==> src/rtl/sync_fifo.sv <==
// Single-clock FIFO with chip-selected write/read ports, registered read data and full/empty flags.
// Define SYNC_FIFO_ERR_FLAGS_EN to add sticky overflow/underflow outputs.
module sync_fifo #(
    parameter int DATA_WIDTH = 8,
    parameter int ADDR_WIDTH = 3
) (
    input  logic                  clk,
    input  logic                  rst,
    input  logic                  wr_cs,
    input  logic                  wr_en,
    input  logic [DATA_WIDTH-1:0] data_in,
    input  logic                  rd_cs,
    input  logic                  rd_en,
    output logic [DATA_WIDTH-1:0] data_out,
    output logic                  empty,
    output logic                  full
`ifdef SYNC_FIFO_ERR_FLAGS_EN
    ,
    output logic                  overflow,
    output logic                  underflow
`endif
);

    localparam int unsigned Depth = 2 ** ADDR_WIDTH;
    localparam logic [ADDR_WIDTH:0] DepthCnt = (ADDR_WIDTH + 1)'(Depth);
    localparam logic [ADDR_WIDTH-1:0] PtrOne = ADDR_WIDTH'(1);
    localparam logic [ADDR_WIDTH:0] CntOne = (ADDR_WIDTH + 1)'(1);

    logic [DATA_WIDTH-1:0] mem_q [Depth];
    logic [ADDR_WIDTH-1:0] wr_ptr_q, wr_ptr_d;
    logic [ADDR_WIDTH-1:0] rd_ptr_q, rd_ptr_d;
    logic [ADDR_WIDTH:0]   count_q, count_d;
    logic [DATA_WIDTH-1:0] data_out_q, data_out_d;
    logic                  wr_ok, rd_ok;

    assign empty    = (count_q == '0);
    assign full     = (count_q == DepthCnt);
    assign data_out = data_out_q;

    always_comb begin
        wr_ok      = wr_cs & wr_en & ~full;
        rd_ok      = rd_cs & rd_en & ~empty;
        wr_ptr_d   = wr_ptr_q;
        rd_ptr_d   = rd_ptr_q;
        count_d    = count_q;
        data_out_d = data_out_q;
        if (wr_ok) begin
            wr_ptr_d = wr_ptr_q + PtrOne;
        end
        if (rd_ok) begin
            rd_ptr_d   = rd_ptr_q + PtrOne;
            data_out_d = mem_q[rd_ptr_q];
        end
        // Accepted read and write together leave the occupancy unchanged.
        case ({wr_ok, rd_ok})
            2'b10:   count_d = count_q + CntOne;
            2'b01:   count_d = count_q - CntOne;
            default: count_d = count_q;
        endcase
    end

    always_ff @(posedge clk or posedge rst) begin
        if (rst) begin
            wr_ptr_q   <= '0;
            rd_ptr_q   <= '0;
            count_q    <= '0;
            data_out_q <= '0;
        end else begin
            wr_ptr_q   <= wr_ptr_d;
            rd_ptr_q   <= rd_ptr_d;
            count_q    <= count_d;
            data_out_q <= data_out_d;
        end
    end

    // Storage is not reset; pointers alone define which words are live.
    always_ff @(posedge clk) begin
        if (wr_ok) begin
            mem_q[wr_ptr_q] <= data_in;
        end
    end

`ifdef SYNC_FIFO_ERR_FLAGS_EN
    logic overflow_q, overflow_d;
    logic underflow_q, underflow_d;

    assign overflow  = overflow_q;
    assign underflow = underflow_q;

    always_comb begin
        overflow_d  = overflow_q | (wr_cs & wr_en & full);
        underflow_d = underflow_q | (rd_cs & rd_en & empty);
    end

    always_ff @(posedge clk or posedge rst) begin
        if (rst) begin
            overflow_q  <= 1'b0;
            underflow_q <= 1'b0;
        end else begin
            overflow_q  <= overflow_d;
            underflow_q <= underflow_d;
        end
    end
`endif

endmodule

==> config.mk <==
export PLATFORM = sky130hd
export DESIGN_NAME = sync_fifo
export DESIGN_NICKNAME = d
export VERILOG_FILES = /design/src/rtl/sync_fifo.sv
export SDC_FILE = /design/constraint.sdc
export NUM_CORES = 1
export LEC_CHECK = 0
export CAP_MARGIN = 20
export CORE_ASPECT_RATIO = 0.7
export CORE_MARGIN = 2
export CORE_UTILIZATION = 50
export CTS_CLUSTER_SIZE = 8
export DETAILED_ROUTE_END_ITERATION = 10
export PLACE_DENSITY = 0.74
export SLEW_MARGIN = 40
export SYNTH_ARGS = -nofsm -noshare
export SYNTH_HDL_FRONTEND = slang
export SYNTH_SLANG_ARGS = --single-unit
==> constraint.sdc <==
create_clock -name clk -period 4.5 [get_ports clk]
set_input_delay 0.45 -clock clk [delete_from_list [all_inputs] [get_ports clk]]
set_output_delay 0.45 -clock clk [all_outputs]
set_load 0.02 [all_outputs]
# == Word-level counts from Yosys, hierarchy flattened ==
# Memory sizes are Yosys's and may differ from the RTL's. A register that Yosys moved wholly into a read port is not among the register bits.
# Cells that the tools add are included.
# totals
reg_bits,10
latchBits,0
mem_bits_rw,64
romBits,0
inputBits,14
output_inout_bits,10
word_cells,22
memories,1
# op_classes
n_addsub,4
multipliers,0
div_mod_pow,0
magnitude_cmp,0
eq_ne,3
shifts,0
muxes,3
bitwise,6
n_reduce_logical,2
# mem_list
name,words,word_bits,rd,rd_ports_with_merged_regs,wr,line_no,text
mem_q,8,8,1,1,1,29,logic [DATA_WIDTH-1:0] mem_q [Depth];
# op_table
op,n
$pmux 4 s2,1
$add 3x1->3 const B,2
$add 4x1->4 const B,1
$and 1x1->1,4
$eq 4x4->1 const B,1
$logic_not 4->1,1
$sub 4x1->4 const B,1
$eq 2x1->1 const B,1
$eq 2x2->1 const B,1
$mux 1,2
$not 1->1,2
$reduce_bool 2->1,1

# == Longest topological paths before layout ==
# Gate-level depths: netlist (run 1).
# depth
depth_word,5
depth_mapped,9
mapped_depth_nobuf,9

# == Worst setup path after synthesis (run 1) ==
# Ideal clock, no wire load.
# synth_path
path_kind,flip-flop to flip-flop
startpoint,register count_q[0]
endpoint,register count_q[3]
setup_ns,0.125
arrival_ns,2.386
required_time_ns,4.375
setup_slack_ns,1.989
stages_incl_launch_ff,10
path_buffers,1
synth_period_minus_slack_ns,2.511
path_cell_list,dfrtp_1 -> nor4_4 -> nor2_2 -> clkbuf_1 -> ha_1 -> ha_1 -> a21o_1 -> a2111oi_0 -> nand4b_1 -> nand3_1
# synth_via
elab_chain_cells,5
elab_cells_between_ends,12
classes_between,add/sub (2); eq/ne (3); mux (1); bitwise (4); reduce/logical (2)
# synth_rtl
element,line_no,text
from (decl),32,"logic [ADDR_WIDTH:0] count_q, count_d;"
from (signal assigned),71,count_q <= count_d;
$logic_not 4->1 *,36,assign empty = (count_q == '0);
via empty,15,"output logic empty,"
$not 1->1 *,42,rd_ok = rd_cs & rd_en & ~empty;
$and 1x1->1 *,42,
via rd_ok,34,"logic wr_ok, rd_ok;"
$eq 2x1->1 / $eq 2x2->1 (equally long branches),55,"case ({wr_ok, rd_ok})"
$pmux 4 s2 / $reduce_bool 2->1 (equally long branches),-,
# Mark *: on every way through the listed nets, which the timed path passes. The rest lies on a longest branch.
# A chain may end at the register's enable or synchronous reset.

# == Final worst setup path (run 1) ==
# layout_path
startpoint,register count_q[0]
endpoint,register count_q[3]
# layout_via
elab_chain_cells,5
elab_cells_between_ends,12
classes_between,add/sub (2); eq/ne (3); mux (1); bitwise (4); reduce/logical (2)
# layout_rtl
element,line_no
$eq 4x4->1 / $logic_not 4->1 (equally long branches),"37, 36"
$not 1->1 (on tied branches),"41, 42"
$and 1x1->1 (on tied branches),"41, 42"
$eq 2x1->1 / $eq 2x2->1 (equally long branches),55
$pmux 4 s2 / $reduce_bool 2->1 (equally long branches),-
# Parallel ways exist; a longest one is shown, timed or not.

==> results.json, run 1 <==
{
  "status": "finished clean",
  "portBuffers": 23,
  "vdd_ir_drop_max_v": 0.000260,
  "ys_ff_latch": 82,
  "cts.clk_slew.worst_paths_ns": 0.08,
  "max_cap_violations": 0,
  "fin_crit_ns": 2.57,
  "syn_area_per_cell_um2": 15.2,
  "grt_pass1_wl_um": 9220,
  "drt-vias-per-instance": 5.29,
  "die_height_um": 72.9,
  "crit_buf_inv": 1,
  "drive_above_1_share_pct": 10.2,
  "crit_top_cell": "ha_1",
  "cts_buffer_depth": 2,
  "comb_power_share_pct": 29.7,
  "crit_family": "simple AND/OR/NAND/NOR gates",
  "seq_area_frac_synth_pct": 70.0,
  "crit_slowest_cell": "dfrtp_1",
  "ctsHoldBuffers": 0,
  "num_vias": 1846,
  "cts_sinks": 82,
  "r2r_slack_ns": 1.93,
  "grt.overflow.total": 0,
  "fp.dieArea_mm2": 0.00746,
  "clk_latency_ns": 0.34,
  "fin_crit_sh_pct": 57.0,
  "post-route-util_pct": 58.2,
  "grt_start_max_net_pins": 35,
  "start_kind": "flop",
  "cts_tree": "done",
  "netlist.area_leader.share_pct": 56.7,
  "skew_ns": 0.0114,
  "required_ns": 4.73,
  "synthFlopType": "edfxtp_1",
  "crit_chain": "nor4_4 > nor2_2 > buf_4 > ha_1 > ha_1 > a21o_1 > a2111oi_0 > nand4b_1 > nand3_1",
  "intPower_w": 0.00147,
  "root_buffer": "clkbuf_8",
  "p_per_area_mw_per_mm2": 573,
  "switching_power_w": 0.000748,
  "gp_congestion": 0.717,
  "first_global_vias": 1791,
  "first_pass_iters": 4,
  "synth_edf_count": 64,
  "power_leakage_nw": 1.41,
  "core_mm2": 0.00666,
  "post-route-drc-count": 0,
  "hpwl_um": 3770,
  "worst-slew-pin-transition_ns": 0.818,
  "antennaDiodeCount": 0,
  "p_sw_share_pct": 33.7,
  "yosys-top-cells-area": "edfxtp_1, dfrtp_1, mux2i_1",
  "finalSetupViolCount": 0,
  "hold_path.class": "in -> async",
  "ant_nets": 0,
  "end_kind": "flop",
  "antenna_found_initial": 0,
  "max_freq_ghz": 0.390,
  "synth_most_common_cell": "edfxtp_1",
  "nNetsFinal": 270,
  "crit_type": "reg -> reg",
  "fp-row-count": 25,
  "crit_fanout": 20,
  "slew_headroom_pct": 45.4,
  "cts_setup_buffers": 0,
  "synth_cells": 223,
  "p_clk_share_pct": 19.7,
  "start_util_pct": 50.8,
  "seq_power_share_pct": 50.6,
  "syn-num-nets": 243,
  "arrival_ns": 2.80,
  "synth_cell_types": 32,
  "finalHoldViolations": 0,
  "num_io_pins": 24,
  "ys_async_sr_fraction_pct": 22.0,
  "routed_wl_um": 5910,
  "area_growth_pct": 14.4,
  "crit_path_max_incr_delay_ns": 0.47,
  "die_w_um": 102,
  "drtIter0Drc": 136,
  "yosysTopAreaCell": "edfxtp_1",
  "fin_tns_setup_ns": 0,
  "numCtsBuffers": 9,
  "drv_slew": 0,
  "wl_per_cell_um": 16.9,
  "syn_area_mm2": 0.00339,
  "post_cts_resized": 0,
  "gr-usage-all-layers_pct": 17.5,
  "synth_common_cells": "edfxtp_1, mux2i_1, dfrtp_1",
  "htreeDepth": 3,
  "yosysWarningCount": 0,
  "rsz0062_at_grt": "no"
}
==> flip-flops by register name, indices dropped and copies added, names as in the netlist <==
signal	count
mem_q	64
data_out	8
count_q	4
rd_ptr_q	3
wr_ptr_q	3
==> through the flow <==
stage / setup slack, ns / power [W] / cells / instance area [um^2] / hold slack, ns
6_report: 1.93 / 0.00222 / 349 / 3880 / 0.436
5_1_grt: 1.72 / 0.00235 / 349 / 3880 / 0.479
4_1_cts: 1.94 / 0.00224 / 349 / 3880 / 0.522
3_5_place_dp: 1.75 / 0.00181 / 333 / 3720 / 0.503
3_3_place_gp: 1.82 / 0.00178 / 333 / 3700 / 0.498
2_1_floorplan: 1.99 / 0.00158 / 223 / 3390 / 0.389
==> cell families after synthesis <==
logic type	after synthesis	synth area share (%)
mux	35	10.5
simple gates	42	6.54
xor+xnor	6	1.55
compound gates	29	5.76
flops	82	70.0
fa+ha+maj	6	2.44
buf+inv	23	3.14
==> placed cells by master, fill, tap and decap left out, drive strengths merged, types with 2 or more instances in the layout <==
| master | Yosys | routed |
|---|---|---|
| a21oi | 2 | 2 |
| a22oi | 16 | 16 |
| nand2b | 3 | 3 |
| o21ai | 9 | 9 |
| dfrtp | 18 | 18 |
| mux2 | 2 | 2 |
| nor2 | 9 | 9 |
| inv | 13 | 12 |
| edfxtp | 64 | 64 |
| ha | 5 | 5 |
| buf | 8 | 3 |
| clkbuf | 2 | 13 |
| clkinvlp | 0 | 2 |
| clkinv | 0 | 2 |
| and2 | 2 | 2 |
| nand3 | 10 | 10 |
| mux2i | 33 | 33 |
| nand2 | 9 | 9 |
| xor2 | 3 | 3 |
| clkdlybuf4s50 | 0 | 23 |
| nor3 | 4 | 4 |
| xnor2 | 3 | 3 |
| nor2b | 2 | 2 |
==> final cells by class <==
class                           instances  area [um^2]
Fill cell                             539         2790
Sequential cell                        82         2380
Multi-Input combinational cell        118          923
Timing Repair Buffer                   26          253
Clock buffer                           13          139
Tap cell                               94          118
Inverter                               13         48.8
Clock inverter                          3         18.8
==> metal layers <==
| metal | wire (um) | vias up | global-route usage [%] | part of all wire (%) |
|---|---|---|---|---|
| met3 | 217 | 4 | 5.46 | 3.7 |
| li1 | - | 880 | - | - |
| met5 | 0 | - | 0 | 0 |
| met1 | 2830 | 926 | 24.0 | 48 |
| met4 | 40 | 0 | 5.33 | 0.68 |
| met2 | 2820 | 36 | 27.3 | 48 |
==> power groups by stage <==
stage               Sequential, W  Clock, W  Combinational, W
floorplan                 0.00109         0          0.000494
global placement          0.00113         0          0.000646
detailed placement        0.00114         0          0.000664
CTS                       0.00113  0.000446          0.000666
global route              0.00115  0.000476          0.000727
finish                    0.00112  0.000438          0.000659
==> final timing paths <==
kind                                to  cells after the start        start
max in group asynchronous  rd_ptr_q[0]                      2          rst
max reg2reg                 count_q[3]                      9   count_q[0]
min in group clk           wr_ptr_q[0]                      1  wr_ptr_q[0]
min                         count_q[1]                      2          rst
max                         count_q[3]                      9   count_q[0]
min reg2reg                wr_ptr_q[0]                      1  wr_ptr_q[0]
Power figures use the tool's default switching activity.
==> run 2: changes to the inputs <==
PLACE_DENSITY = 0.76   (was 0.74)
clock period = 2.1 ns   (was 4.5 ns; I/O delays follow)
==> run 2 against run 1 <==
The run now ends with setup timing left. Non-clock buffer count grew 21. Hold slack lost 0.18 ns. Register-to-register slack lost 2.0 ns. Worst setup slack lost 2.0 ns. Largest power group unchanged. Global-route usage grew 0.73 points. Fmax grew 21%. Core utilization grew 3.9 points. Largest cell class unchanged. Design area grew 6.7%. Power grew 140%. Critical path depth shrank 1.
==> results.json, run 2 (same netlist as run 1, synthesis figures left out) <==
{
  "post-route-util_pct": 62.1,
  "cts_setup_buffers": 0,
  "fin_crit_sh_pct": 101,
  "crit_path_max_incr_delay_ns": 0.46,
  "start_kind": "flop",
  "skew_ns": 0.0102,
  "grt_start_max_net_pins": 35,
  "antenna_found_initial": 0,
  "violations": "setup timing",
  "p_clk_share_pct": 22.1,
  "status": "complete, but fails checks",
  "switching_power_w": 0.00171,
  "arrival_ns": 2.40,
  "end_kind": "flop",
  "numCtsBuffers": 9,
  "r2r_slack_ns": -0.02,
  "most-common-layout-cells": "edfxtp_1, mux2i_1, clkdlybuf4s50_1, buf_4, a22oi_1",
  "htreeDepth": 3,
  "first_pass_iters": 4,
  "clk_latency_ns": 0.35,
  "finalHoldViolations": 0,
  "p_per_area_mw_per_mm2": 1270,
  "cts_buffer_depth": 2,
  "vdd_ir_drop_max_v": 0.000705,
  "ant_nets": 0,
  "finalSetupViolCount": 1,
  "die_w_um": 102,
  "rr_worst_depth": 8,
  "gp_congestion": 0.795,
  "nNetsFinal": 291,
  "ctsHoldBuffers": 0,
  "die_height_um": 72.9,
  "drtIter0Drc": 111,
  "post-route-drc-count": 0,
  "antennaDiodeCount": 0,
  "final_common_cell": "edfxtp_1",
  "intPower_w": 0.00354,
  "first_global_vias": 1892,
  "ff_latch_area_mm2": 0.00238,
  "power_leakage_nw": 1.57,
  "comb_power_share_pct": 35.2,
  "crit_chain": "nor4_4 > nor2_2 > ha_4 > ha_4 > a21o_1 > a21oi_2 > or4_1 > nand3_1",
  "area_growth_pct": 22.2,
  "start_util_pct": 50.8,
  "regMostFlops": "mem_q",
  "crit_fanout": 4,
  "portBuffers": 23,
  "fillCellCount": 491,
  "fp.dieArea_mm2": 0.00746,
  "seq_power_share_pct": 42.7,
  "hold_path.class": "in -> async",
  "core_mm2": 0.00666,
  "fp-row-count": 25,
  "multi_input_area_um2": 955,
  "drt-vias-per-instance": 5.21,
  "grt_pass1_wl_um": 9780,
  "report.power.total_w": 0.00525,
  "stdcell_count": 370,
  "num_io_pins": 24,
  "cts.clk_slew.worst_paths_ns": 0.08,
  "routed_wl_um": 6170,
  "hpwl_um": 4130,
  "gr-usage-all-layers_pct": 18.3,
  "largest_reg_flops": 64,
  "placed_cells": 354,
  "drv_slew": 0,
  "crit_type": "reg -> reg",
  "cts_tree": "done",
  "cts_sinks": 82,
  "rsz0062_at_grt": "yes",
  "grt.overflow.total": 0,
  "root_buffer": "clkbuf_8",
  "wl_per_cell_um": 16.7,
  "fin_ws_ns": -0.0240,
  "num_vias": 1928,
  "crit_slowest_cell": "dfrtp_2",
  "max_cap_violations": 0,
  "worst-slew-pin-transition_ns": 0.689,
  "max_freq_ghz": 0.471,
  "required_ns": 2.38,
  "slew_headroom_pct": 54.0,
  "drive_above_1_share_pct": 18.8,
  "p_sw_share_pct": 32.6,
  "crit_top_cell": "ha_4",
  "fin_crit_ns": 2.12
}
[run 2: cell type report]
type,instances,area share [%]
inverter,13,1.18
sequential,82,57.4
tap,94,2.84
clock buffer,11,3.69
multi-input combinational,118,23.1
clock inverter,5,1.48
timing repair buffer,47,10.3
[run 2: worst paths after layout]
check                         endpoint   startpoint
hold / removal             rd_ptr_q[1]          rst
setup reg to reg            count_q[3]   count_q[1]
hold reg to reg            wr_ptr_q[0]  wr_ptr_q[0]
setup / recovery            count_q[3]   count_q[1]
min in group clk           wr_ptr_q[0]  wr_ptr_q[0]
max in group asynchronous   count_q[3]          rst
[run 2: per-stage QoR]
stage                     hold WS (ns)    TNS, ns  worst slack [ns]  area (um^2)
after floorplan                  0.149     -0.197            -0.197         3420
after global placement           0.508   -0.00165          -0.00165         3900
after detailed placement         0.517    -0.0898           -0.0898         3900
after CTS                        0.274  -0.000171         -0.000171         4120
after global routing             0.336     -0.128            -0.128         4140
final                            0.261    -0.0240           -0.0240         4140
[run 2: per-layer routing]
layer | vias up | track usage, % | wire [um]
met4 | 0 | 5.78 | 38
li1 | 927 | - | -
met1 | 959 | 26.4 | 2910
met3 | 4 | 4.60 | 286
met2 | 38 | 27.6 | 2940
met5 | - | 0 | 0
[run 2: worst max-delay path: cells and delay by family, from the launching register on]
| family | cells | cell delay [ns] |
|---|---|---|
| flip-flops | 1 | 0.46 |
| adder cells (fa/ha/maj) | 2 | 0.44 |
| AND/OR/NAND/NOR | 4 | 0.89 |
| AO/OA/AOI/OAI | 2 | 0.27 |
[run 2: power groups by stage]
stage	clock network, W	logic (W)	registers, W
finish	0.00116	0.00185	0.00224
global route	0.00127	0.00202	0.00227
CTS	0.00119	0.00182	0.00223
detailed placement	0	0.00181	0.00225
global placement	0	0.00178	0.00224
floorplan	0	0.00107	0.00233
[run 2: repair_timing]
action,4_1_cts,5_1_grt
gates resized for setup,2,6
pin swaps,0,2
endpoints found under the hold margin,0,0
gates cloned,0,0
setup endpoints to repair,2,3
==> run 3: changes to the inputs <==
PLACE_DENSITY = 0.72   (was 0.76)
==> run 3 against run 2 <==
The flow now finishes without violations. Largest power group unchanged. Non-clock buffer count is 7 higher. Global-route usage is 0.62 points higher. Critical endpoint unchanged. Sequential power hardly changed. Clock power hardly changed.
==> results.json, run 3 (same netlist as run 1, synthesis figures left out) <==
{
  "status": "finished clean",
  "end_kind": "flop",
  "timing.rr.end": "count_q[3]",
  "regMostFlops": "mem_q",
  "fp-row-count": 25,
  "hold_path.class": "in -> async",
  "root_buffer": "clkbuf_8",
  "ant_nets": 0,
  "fp.dieArea_mm2": 0.00746,
  "die_height_um": 72.9,
  "nNetsFinal": 298,
  "cts_setup_buffers": 0,
  "numCtsBuffers": 9,
  "start_util_pct": 50.8,
  "die_w_um": 102,
  "htreeDepth": 3,
  "crit_top_cell": "ha_4",
  "cts.clk_slew.worst_paths_ns": 0.08,
  "r2r_slack_ns": 0.0006,
  "gr-usage-all-layers_pct": 18.9,
  "drt-vias-per-instance": 5.16,
  "gp_congestion": 0.802,
  "final_common_cell": "edfxtp_1",
  "power_leakage_nw": 1.59,
  "p_per_area_mw_per_mm2": 1260,
  "drv_slew": 0,
  "crit_path_max_incr_delay_ns": 0.43,
  "cts_sinks": 82,
  "r2r_start": "count_q[3]",
  "stdcell_area_mm2": 0.00417,
  "skew_ns": 0.0114,
  "finalHoldViolations": 0,
  "ctsHoldBuffers": 0,
  "placed_area_mm2": 0.00395,
  "area_growth_pct": 23.2,
  "max_cap_violations": 0,
  "clk_latency_ns": 0.35,
  "drive_above_1_share_pct": 19.8,
  "first_pass_iters": 4,
  "required_ns": 2.38,
  "rr_worst_depth": 8,
  "start_kind": "flop",
  "most-common-layout-cells": "edfxtp_1, mux2i_1, buf_4, clkdlybuf4s50_1, a22oi_1",
  "antennaDiodeCount": 0,
  "fin_crit_sh_pct": 100,
  "drtIter0Drc": 70,
  "grt_pass1_wl_um": 9960,
  "slew_headroom_pct": 65.7,
  "max_freq_ghz": 0.476,
  "largest_reg_flops": 64,
  "grt.overflow.total": 0,
  "crit_fanout": 3,
  "worst-slew-pin-transition_ns": 0.514,
  "grt_start_max_net_pins": 35,
  "portBuffers": 23,
  "finalSetupViolCount": 0,
  "core_mm2": 0.00666,
  "arrival_ns": 2.38,
  "num_io_pins": 24,
  "crit_slowest_cell": "dfrtp_2",
  "cts_tree": "done",
  "num_vias": 1947,
  "vdd_ir_drop_max_v": 0.000485,
  "crit_chain": "nor4_4 > nor2_2 > ha_4 > ha_4 > a21o_1 > a21oi_1 > or4_1 > nand3_1",
  "post-route-drc-count": 0,
  "routed_wl_um": 6140,
  "fin_crit_ns": 2.10,
  "cts_buffer_depth": 2,
  "hold_ws_ns": 0.195,
  "hpwl_um": 4320,
  "first_global_vias": 1996,
  "crit_type": "reg -> reg",
  "fillCellCount": 510,
  "antenna_found_initial": 0,
  "wl_per_cell_um": 16.3,
  "rsz0062_at_grt": "yes"
}
run 3: power by group:
group / switching, W / internal, W
combinational: 0.000962 / 0.000879
clock: 0.000516 / 0.000673
sequential: 0.000193 / 0.00203
run 3: what timing repair did:
action	in CTS	in global routing
endpoints found under the setup margin	1	1
gates resized for setup	4	0
endpoints found under the hold margin	0	0
pin swaps	0	0
run 3: layout make-up:
class	instances	area [um^2]	share of cell area, %
Tap cell	94	118	2.82
Multi-Input combinational cell	118	945	22.6
Clock buffer	12	135	3.24
Timing Repair Buffer	54	475	11.4
Sequential cell	82	2380	56.9
Clock inverter	4	76.3	1.83
Inverter	13	48.8	1.17
run 3: worst max-delay path by stage:
stage	end	slack [ns]	cells after the start	startpoint
after floorplan	count_q[3]	-0.20	8	count_q[3]
after global placement	count_q[3]	-0.004	10	wr_cs
after detailed placement	count_q[3]	-0.15	10	wr_en
after CTS	count_q[3]	-0.01	8	count_q[3]
after global routing	count_q[3]	-0.08	8	count_q[3]
final	count_q[3]	0.0006	8	count_q[3]
run 3: per-layer routing:
metal,vias to the layer above,GRT usage (%),share of wire [%]
met3,11,5.46,6.0
met2,46,28.5,47
met5,-,0,0
met1,954,25.8,45
met4,0,8.44,1.7
li1,936,-,-
run 3: critical path: cells and delay by family, from the launching register on:
kind	cells	cell delay, ns
AND/OR/NAND/NOR	4	0.90
adder cells (fa/ha/maj)	2	0.44
flip-flops	1	0.43
AO/OA/AOI/OAI	2	0.25
run 3: metrics by stage:
| step | util [%] | instances | total power [W] | setup slack, ns | TNS, ns |
|---|---|---|---|---|---|
| 5_1_grt | 62.6 | 377 | 0.00556 | -0.0804 | -0.0804 |
| 4_1_cts | 62.6 | 377 | 0.00531 | -0.0100 | -0.0100 |
| 3_3_place_gp | 59.3 | 361 | 0.00402 | -0.00375 | -0.00375 |
| 6_report | 62.6 | 377 | 0.00526 | 0.000601 | 0 |
| 3_5_place_dp | 59.3 | 361 | 0.00408 | -0.147 | -0.147 |
| 2_1_floorplan | - | 223 | 0.00341 | -0.197 | -0.197 |
